<file path="src/rtl/apb_timer_slave_if.sv">
// apb_timer_slave_if: APB slave with wait states, byte-strobed register bank and read-only status word.
// Optional parity checking/generation is enabled by defining APB_SLV_PARITY_EN.
module apb_timer_slave_if #(
  parameter int ADDR_WIDTH = 32,
  parameter int DATA_WIDTH = 32,
  parameter int NUM_REGS = 4,
  parameter int WAIT_STATES = 0,
  localparam int STRB = DATA_WIDTH / 8
) (
  input  logic                         PCLK,
  input  logic                         PRESETn,
  input  logic                         PSEL,
  input  logic                         PENABLE,
  input  logic                         PWRITE,
  input  logic [ADDR_WIDTH-1:0]        PADDR,
  input  logic [DATA_WIDTH-1:0]        PWDATA,
  input  logic [STRB-1:0]              PSTRB,
  input  logic [STRB-1:0]              PADDRCHK,
  input  logic [STRB-1:0]              PWDATACHK,
  input  logic                         PSTRBCHK,
  input  logic [DATA_WIDTH-1:0]        hw_status,
  output logic [DATA_WIDTH-1:0]        PRDATA,
  output logic                         PREADY,
  output logic                         PSLVERR,
  output logic [STRB-1:0]              PRDATACHK,
  output logic [NUM_REGS*DATA_WIDTH-1:0] reg_q,
  output logic [NUM_REGS-1:0]          reg_wr_pulse,
  output logic                         parity_err
);
  typedef enum logic [1:0] {IDLE, SETUP, ACCESS} state_t;
  localparam logic [9:0] NREG = 10'(NUM_REGS);
  state_t state_q, state_d;
  logic [3:0] wait_cnt_q, wait_cnt_d;
  logic [DATA_WIDTH-1:0] regs_q [NUM_REGS];
  logic [NUM_REGS-1:0] wr_pulse_q;
  logic par_err_q;
  logic [9:0] k;
  logic done, addr_err, par_mis, err, wr_en;
  logic [DATA_WIDTH-1:0] rd_sel;
  logic unused_ok;
  assign unused_ok = ^{PADDR, PADDRCHK, PWDATACHK, PSTRBCHK};
  assign k = PADDR[11:2];
  // SETUP/ACCESS name the bus phase last sampled; the current cycle is an access cycle in either
  assign done = (state_q != IDLE) && PSEL && (wait_cnt_q == 4'd0);
  assign state_d = !PSEL ? IDLE : (state_q == IDLE || done) ? (PENABLE ? IDLE : SETUP) : ACCESS;
  assign wait_cnt_d = (state_d == SETUP) ? 4'(WAIT_STATES) : (state_d == ACCESS) ? wait_cnt_q - 4'd1 : 4'd0;
  assign addr_err = (PADDR[1:0] != 2'b00) || (k > NREG) || (PWRITE && k == NREG);
  always_comb begin
`ifdef APB_SLV_PARITY_EN
    par_mis = PWRITE & (PSTRBCHK ^ (^PSTRB));
    for (int b = 0; b < STRB; b++)
      par_mis = par_mis | (PADDRCHK[b] ^ (^PADDR[8*b +: 8])) | (PWRITE & (PWDATACHK[b] ^ (^PWDATA[8*b +: 8])));
`else
    par_mis = 1'b0;
`endif
  end
  assign err = addr_err || par_mis;
  assign wr_en = done && PWRITE && !err;
  assign PREADY = done;
  assign PSLVERR = done && err;
  always_comb begin
    rd_sel = hw_status;
    for (int i = 0; i < NUM_REGS; i++)
      if (k == 10'(i)) rd_sel = regs_q[i];
  end
  assign PRDATA = (done && !PWRITE && !err) ? rd_sel : '0;
  always_comb begin
    PRDATACHK = '0;
`ifdef APB_SLV_PARITY_EN
    for (int b = 0; b < STRB; b++) PRDATACHK[b] = ^PRDATA[8*b +: 8];
`endif
  end
  always_ff @(posedge PCLK or negedge PRESETn) begin
    if (!PRESETn) begin
      state_q <= IDLE;
      wait_cnt_q <= 4'd0;
      wr_pulse_q <= '0;
      par_err_q <= 1'b0;
      for (int i = 0; i < NUM_REGS; i++) regs_q[i] <= '0;
    end else begin
      state_q <= state_d;
      wait_cnt_q <= wait_cnt_d;
      par_err_q <= done && par_mis;
      for (int i = 0; i < NUM_REGS; i++) begin
        wr_pulse_q[i] <= wr_en && (k == 10'(i));
        for (int b = 0; b < STRB; b++)
          if (wr_en && k == 10'(i) && PSTRB[b]) regs_q[i][8*b +: 8] <= PWDATA[8*b +: 8];
      end
    end
  end
  for (genvar g = 0; g < NUM_REGS; g++) begin : g_regq
    assign reg_q[g*DATA_WIDTH +: DATA_WIDTH] = regs_q[g];
  end
  assign reg_wr_pulse = wr_pulse_q;
  assign parity_err = par_err_q;
endmodule

</file>
<file path="config.mk">
export PLATFORM = sky130hd
export DESIGN_NAME = apb_timer_slave_if
export DESIGN_NICKNAME = d
export VERILOG_FILES = /design/src/rtl/apb_timer_slave_if.sv
export SDC_FILE = /design/constraint.sdc
export NUM_CORES = 1
export LEC_CHECK = 0
export BUFFER_PORTS_ARGS = -buffer_cell sky130_fd_sc_hd__buf_4
export CORE_UTILIZATION = 35
export CTS_CLUSTER_DIAMETER = 40
export DETAILED_ROUTE_END_ITERATION = 16
export HOLD_SLACK_MARGIN = 0.08
export SYNTH_ARGS = -nofsm -noshare
export SYNTH_HDL_FRONTEND = slang
export SYNTH_SLANG_ARGS = --single-unit
export TNS_END_PERCENT = 20
</file>
<file path="constraint.sdc">
create_clock -name PCLK -period 6.29 [get_ports PCLK]
set_input_delay 0.9435 -clock PCLK [delete_from_list [all_inputs] [get_ports PCLK]]
set_output_delay 0.9435 -clock PCLK [all_outputs]
set_load 0.01 [all_outputs]
</file>
* Yosys cells after proc, flatten, opt, wreduce, memory -nomap -nowiden
Index checks and enable logic that the tools add are counted.
** Cells by class
- $add $sub $neg :: 1
- Magnitude comparators :: 1
- Equal/unequal tests :: 6
- Mux-type cells :: 10
- Reductions and logical operators :: 38
** Operators by type and width (number)
- $mux 32 :: 5
- $logic_and 1x1->1 :: 28
- $eq 10x2->1 const B :: 2
- $eq 10x1->1 const B :: 1
- $eq 10x3->1 const B :: 1
- $gt 10x3->1 const B :: 1
- $logic_not 10->1 :: 1
- $mux 4 :: 2
- $logic_not 4->1 :: 1
- $mux 2 :: 2
- $reduce_bool 2->1 :: 2
- $sub 4x1->4 const B :: 1
- $logic_or 1x1->1 :: 3
- $eq 2x1->1 const B :: 1
- $eq 2x2->1 const B :: 1
- $logic_not 1->1 :: 2
- $logic_not 2->1 :: 1
- $mux 1 :: 1
** Storage, ports and cells
- Register bits after elaboration :: 138
- Output and inout bits :: 171

* Depth between registers and ports, before layout
- Word-level depth :: 9
- Gate-level depth with buffers :: 8

* Worst setup path after synthesis
OpenSTA, ideal clock, no wires.
- Kind :: input to output
- Start point :: input port PADDR[3]
- End point :: output port PRDATA[10]
- Arrival :: 2.570 ns
- Required time :: 5.346 ns
- Slack :: 2.776 ns
- Stages :: 6
- Cell sequence :: clkbuf_1 -> or2_0 -> buf_2 -> buf_1 -> o211ai_1 -> a211oi_1
** On the way
- Cells in the longest elaborated chain, start to end :: 6
- Elaborated cells on any way between the ends :: 16
- Classes of those cells :: order compare: 1; eq/ne: 4; mux: 5; reduce/logical: 6
** RTL lines
- from (decl) :: line 15 : input logic [ADDR_WIDTH-1:0] PADDR,
- $gt 10x3->1, or another cell as far along :: line 47 : assign addr_err = (PADDR[1:0] != 2'b00) || (k > NREG) || (PWRITE && k == NREG);
- $logic_or 1x1->1, or another cell as far along :: line 47
- $logic_or 1x1->1 or $mux 32 (tied branches) :: line 47, 64
- $logic_not 1->1 or $mux 32 (tied branches) :: line 66, 64
- $logic_and 1x1->1 or $mux 32 (tied branches) :: line 66, 64
- $mux 32 (*) :: line 66 : assign PRDATA = (done && !PWRITE && !err) ? rd_sel : '0;
- to (decl) :: line 22 : output logic [DATA_WIDTH-1:0] PRDATA,
Every way passes the cells marked *; elsewhere a longest branch is shown, timed or not.

* Worst setup path in the final report
- Start point :: input port PADDR[7]
- End point :: output port PRDATA[19]
The elaborated chain is that of the path after synthesis.

==> flow_summary.json <==
{
  "status": "complete, no violations",
  "synth_cells": 567,
  "cp_cell_sequence": "buf_4 > or4_2 > nor2_4 > buf_4 > o211ai_1 > a211oi_1 > buf_4",
  "final-seq-area_um2": 3450,
  "wl_per_cell_um": 19.4,
  "htree_levels": 4,
  "max_stage_delay_ps": 1100,
  "holdBufCountCts": 0,
  "drtIter0Drc": 284,
  "synth.area.top_cells": "dfrtp_1 (50%), mux2_2 (21%), nor4_4 (4.9%)",
  "crit_top_cell": "buf_4",
  "cts-buffers-inserted": 17,
  "crit_family": "simple AND/OR/NAND/NOR gates",
  "crit_end": "PRDATA[19]",
  "drv_cap": 0,
  "core_um2": 19500,
  "grt_setup_unrepaired": "no",
  "track_usage": 0.213,
  "power.density_nw_per_um2": 210,
  "first_global_vias": 5681,
  "p_leak_nw": 4.99,
  "clockRootBuffer": "clkbuf_16",
  "path_class": "in2out",
  "multi_input_area_um2": 3270,
  "die_area_um2": 20400,
  "wl_mm": 21.1,
  "yosysTopAreaCellShare": 0.498,
  "cp_num_buf_inv": 3,
  "cts_tree": "built",
  "worst-r2r-setup-slack_ps": 3460,
  "ir_drop_mv": 0.170,
  "detail-route-antenna-nets": 0,
  "synth_edf_count": 0,
  "fmax_ghz": 0.213,
  "rows": 51,
  "pwr-share-seq": 0.442,
  "die_h_um": 143,
  "vias_per_cell": 5.10,
  "insertion_delay_ps": 410,
  "vias": 5530,
  "drive_gt1_frac": 0.530,
  "period_share": 0.748,
  "finalPower_w": 0.00201,
  "finClkSkew_ps": 11.2,
  "arrival_ps": 3760,
  "netlist_area_um2": 6930,
  "clkPwrFrac": 0.496,
  "port_buffers": 250,
  "globalplace.congestion": 0.787,
  "power.share.combinational": 0.063,
  "tns_ps": 0,
  "synth_area_per_cell_um2": 12.2,
  "die_w_um": 143,
  "end_kind": "primary output",
  "worst_pin_slew_ps": 960,
  "r2r_cells": 7,
  "path_clk_slew_ps": 50,
  "path_depth": 7,
  "switching_share": 0.226,
  "intPower_w": 0.00156,
  "drc": 0,
  "overflow": 0,
  "firstDrtPassIters": 6,
  "fin_crit_ps": 4700,
  "grt_max_degree": 75,
  "ys_ff_latch": 138,
  "nNetsFinal": 923,
  "ctsResizeCount": 0,
  "grt_pass1_wl_mm": 32.7,
  "setup_viol": 0,
  "r2r-end": "reg_q[61]$_DFFE_PN0P_",
  "startpoint": "PADDR[7]",
  "slew_headroom": 0.360,
  "antennaDiodeCount": 0,
  "ys.flop_type": "dfrtp_1",
  "crit_fanout": 21,
  "postCtsSetupBuffers": 0,
  "final_common_cell": "buf_4",
  "slew_violations": 0,
  "required_ps": 5350,
  "r2r_start": "wait_cnt_q[0]$_DFF_PN0_",
  "hold_viol_final": 0,
  "clock-sinks": 138,
  "start_util": 0.356,
  "ctsLongestPathBuffers": 2,
  "synth_top_cell_by_area": "dfrtp_1",
  "p_sw_w": 0.000455,
  "async_flop_share": 1.00,
  "cp_slowest_cell": "or4_2",
  "syn_to_final_growth_pct": 38.6,
  "synth-seq-area-share": 0.498,
  "ios": 285,
  "holdWs_ps": 461,
  "yosysUniqueCellTypes": 37,
  "yosysWarnings": 0,
  "hold_class": "reg2reg",
  "dpl.hpwl_mm": 14.6,
  "layout_common_cells": "buf_4 (256), dfrtp_1 (138), mux2_2 (128)",
  "grt_antenna_before_repair": 0,
  "fillerInstances": 1743,
  "startpoint_type": "input port"
}
worst reg2reg max path, cell delays in order, from the launching register on:
cell and delay [ps]:
dfrtp_1 390, inv_1 100, ha_1 150, nor3b_1 380
nand4_1 150, buf_4 300, nor4_4 830, mux2_2 420
power by group through the flow:
stage                     registers, W   logic, W  clock network (W)
final                         0.000889   0.000126           0.000998
after global placement        0.000905   0.000125                  0
after CTS                     0.000889   0.000128            0.00102
after global routing          0.000889   0.000139            0.00105
after floorplan               0.000905  0.0000471                  0
after detailed placement      0.000905   0.000128                  0
flip-flops by register name, summed over array words and instances (netlist names):
name / count
wait_cnt_q: 4
reg_q: 128
state_q: 2
reg_wr_pulse: 4
Yosys cell counts (5+ instances only):
library cell and n:
a211oi_1 31, buf_1 5, buf_2 9, buf_4 5, clkbuf_1 19, dfrtp_1 138
inv_1 7, mux2_2 128, mux2i_1 31, nand2_1 71, nand2b_1 5, nor2_1 7
nor3_1 37, nor4_4 16, o211ai_1 31
final cells by class:
type	count	area share
sequential	138	0.360
clock inverter	11	0.0155
timing repair buffer	257	0.201
inverter	7	0.00274
tap	265	0.0345
clock buffer	20	0.0455
multi-input combinational	386	0.341
metrics by stage:
step | utilization | setup slack, ps | area, um2 | std cells
after CTS | 0.493 | 1600 | 9600 | 1084
after floorplan | - | 2780 | 6940 | 571
after global routing | 0.493 | 1450 | 9600 | 1084
after global placement | 0.463 | 1600 | 9020 | 1053
final | 0.493 | 1590 | 9600 | 1084
after detailed placement | 0.463 | 1600 | 9020 | 1053
per-layer routing:
| metal | global-route usage | share of wire | vias up |
|---|---|---|---|
| met5 | 0 | 0 | - |
| met4 | 0.0623 | 0.011 | 0 |
| met3 | 0.0533 | 0.053 | 17 |
| met2 | 0.364 | 0.51 | 176 |
| met1 | 0.265 | 0.43 | 2783 |
| li1 | - | - | 2554 |
kinds of logic (layout without fill, tap and decap cells):
group           count (synthesis)  count (layout)  share of synthesized area
other cells                     1               5                   0.000541
xor+xnor                        2               2                    0.00253
compound gates                 70              70                     0.0749
mux                           159             159                      0.253
fa+ha+maj                       2               2                    0.00361
simple gates                  148             148                      0.135
flops                         138             138                      0.498
buf+inv                        47             295                     0.0325
how the worst min path moves through the flow:
stage | endpoint | depth (start not counted) | slack [ps] | start
final | wait_cnt_q[0]$_DFF_PN0_ | 1 | 460 | wait_cnt_q[0]$_DFF_PN0_
after global routing | wait_cnt_q[0]$_DFF_PN0_ | 1 | 490 | wait_cnt_q[0]$_DFF_PN0_
after CTS | wait_cnt_q[0]$_DFF_PN0_ | 1 | 460 | wait_cnt_q[0]$_DFF_PN0_
after detailed placement | wait_cnt_q[0]$_DFF_PN0_ | 1 | 450 | wait_cnt_q[0]$_DFF_PN0_
after global placement | wait_cnt_q[0]$_DFF_PN0_ | 1 | 440 | wait_cnt_q[0]$_DFF_PN0_
after floorplan | wait_cnt_q[0]$_DFF_PN0_ | 1 | 430 | wait_cnt_q[0]$_DFF_PN0_
Note: power is estimated with default switching activity, not from simulation.
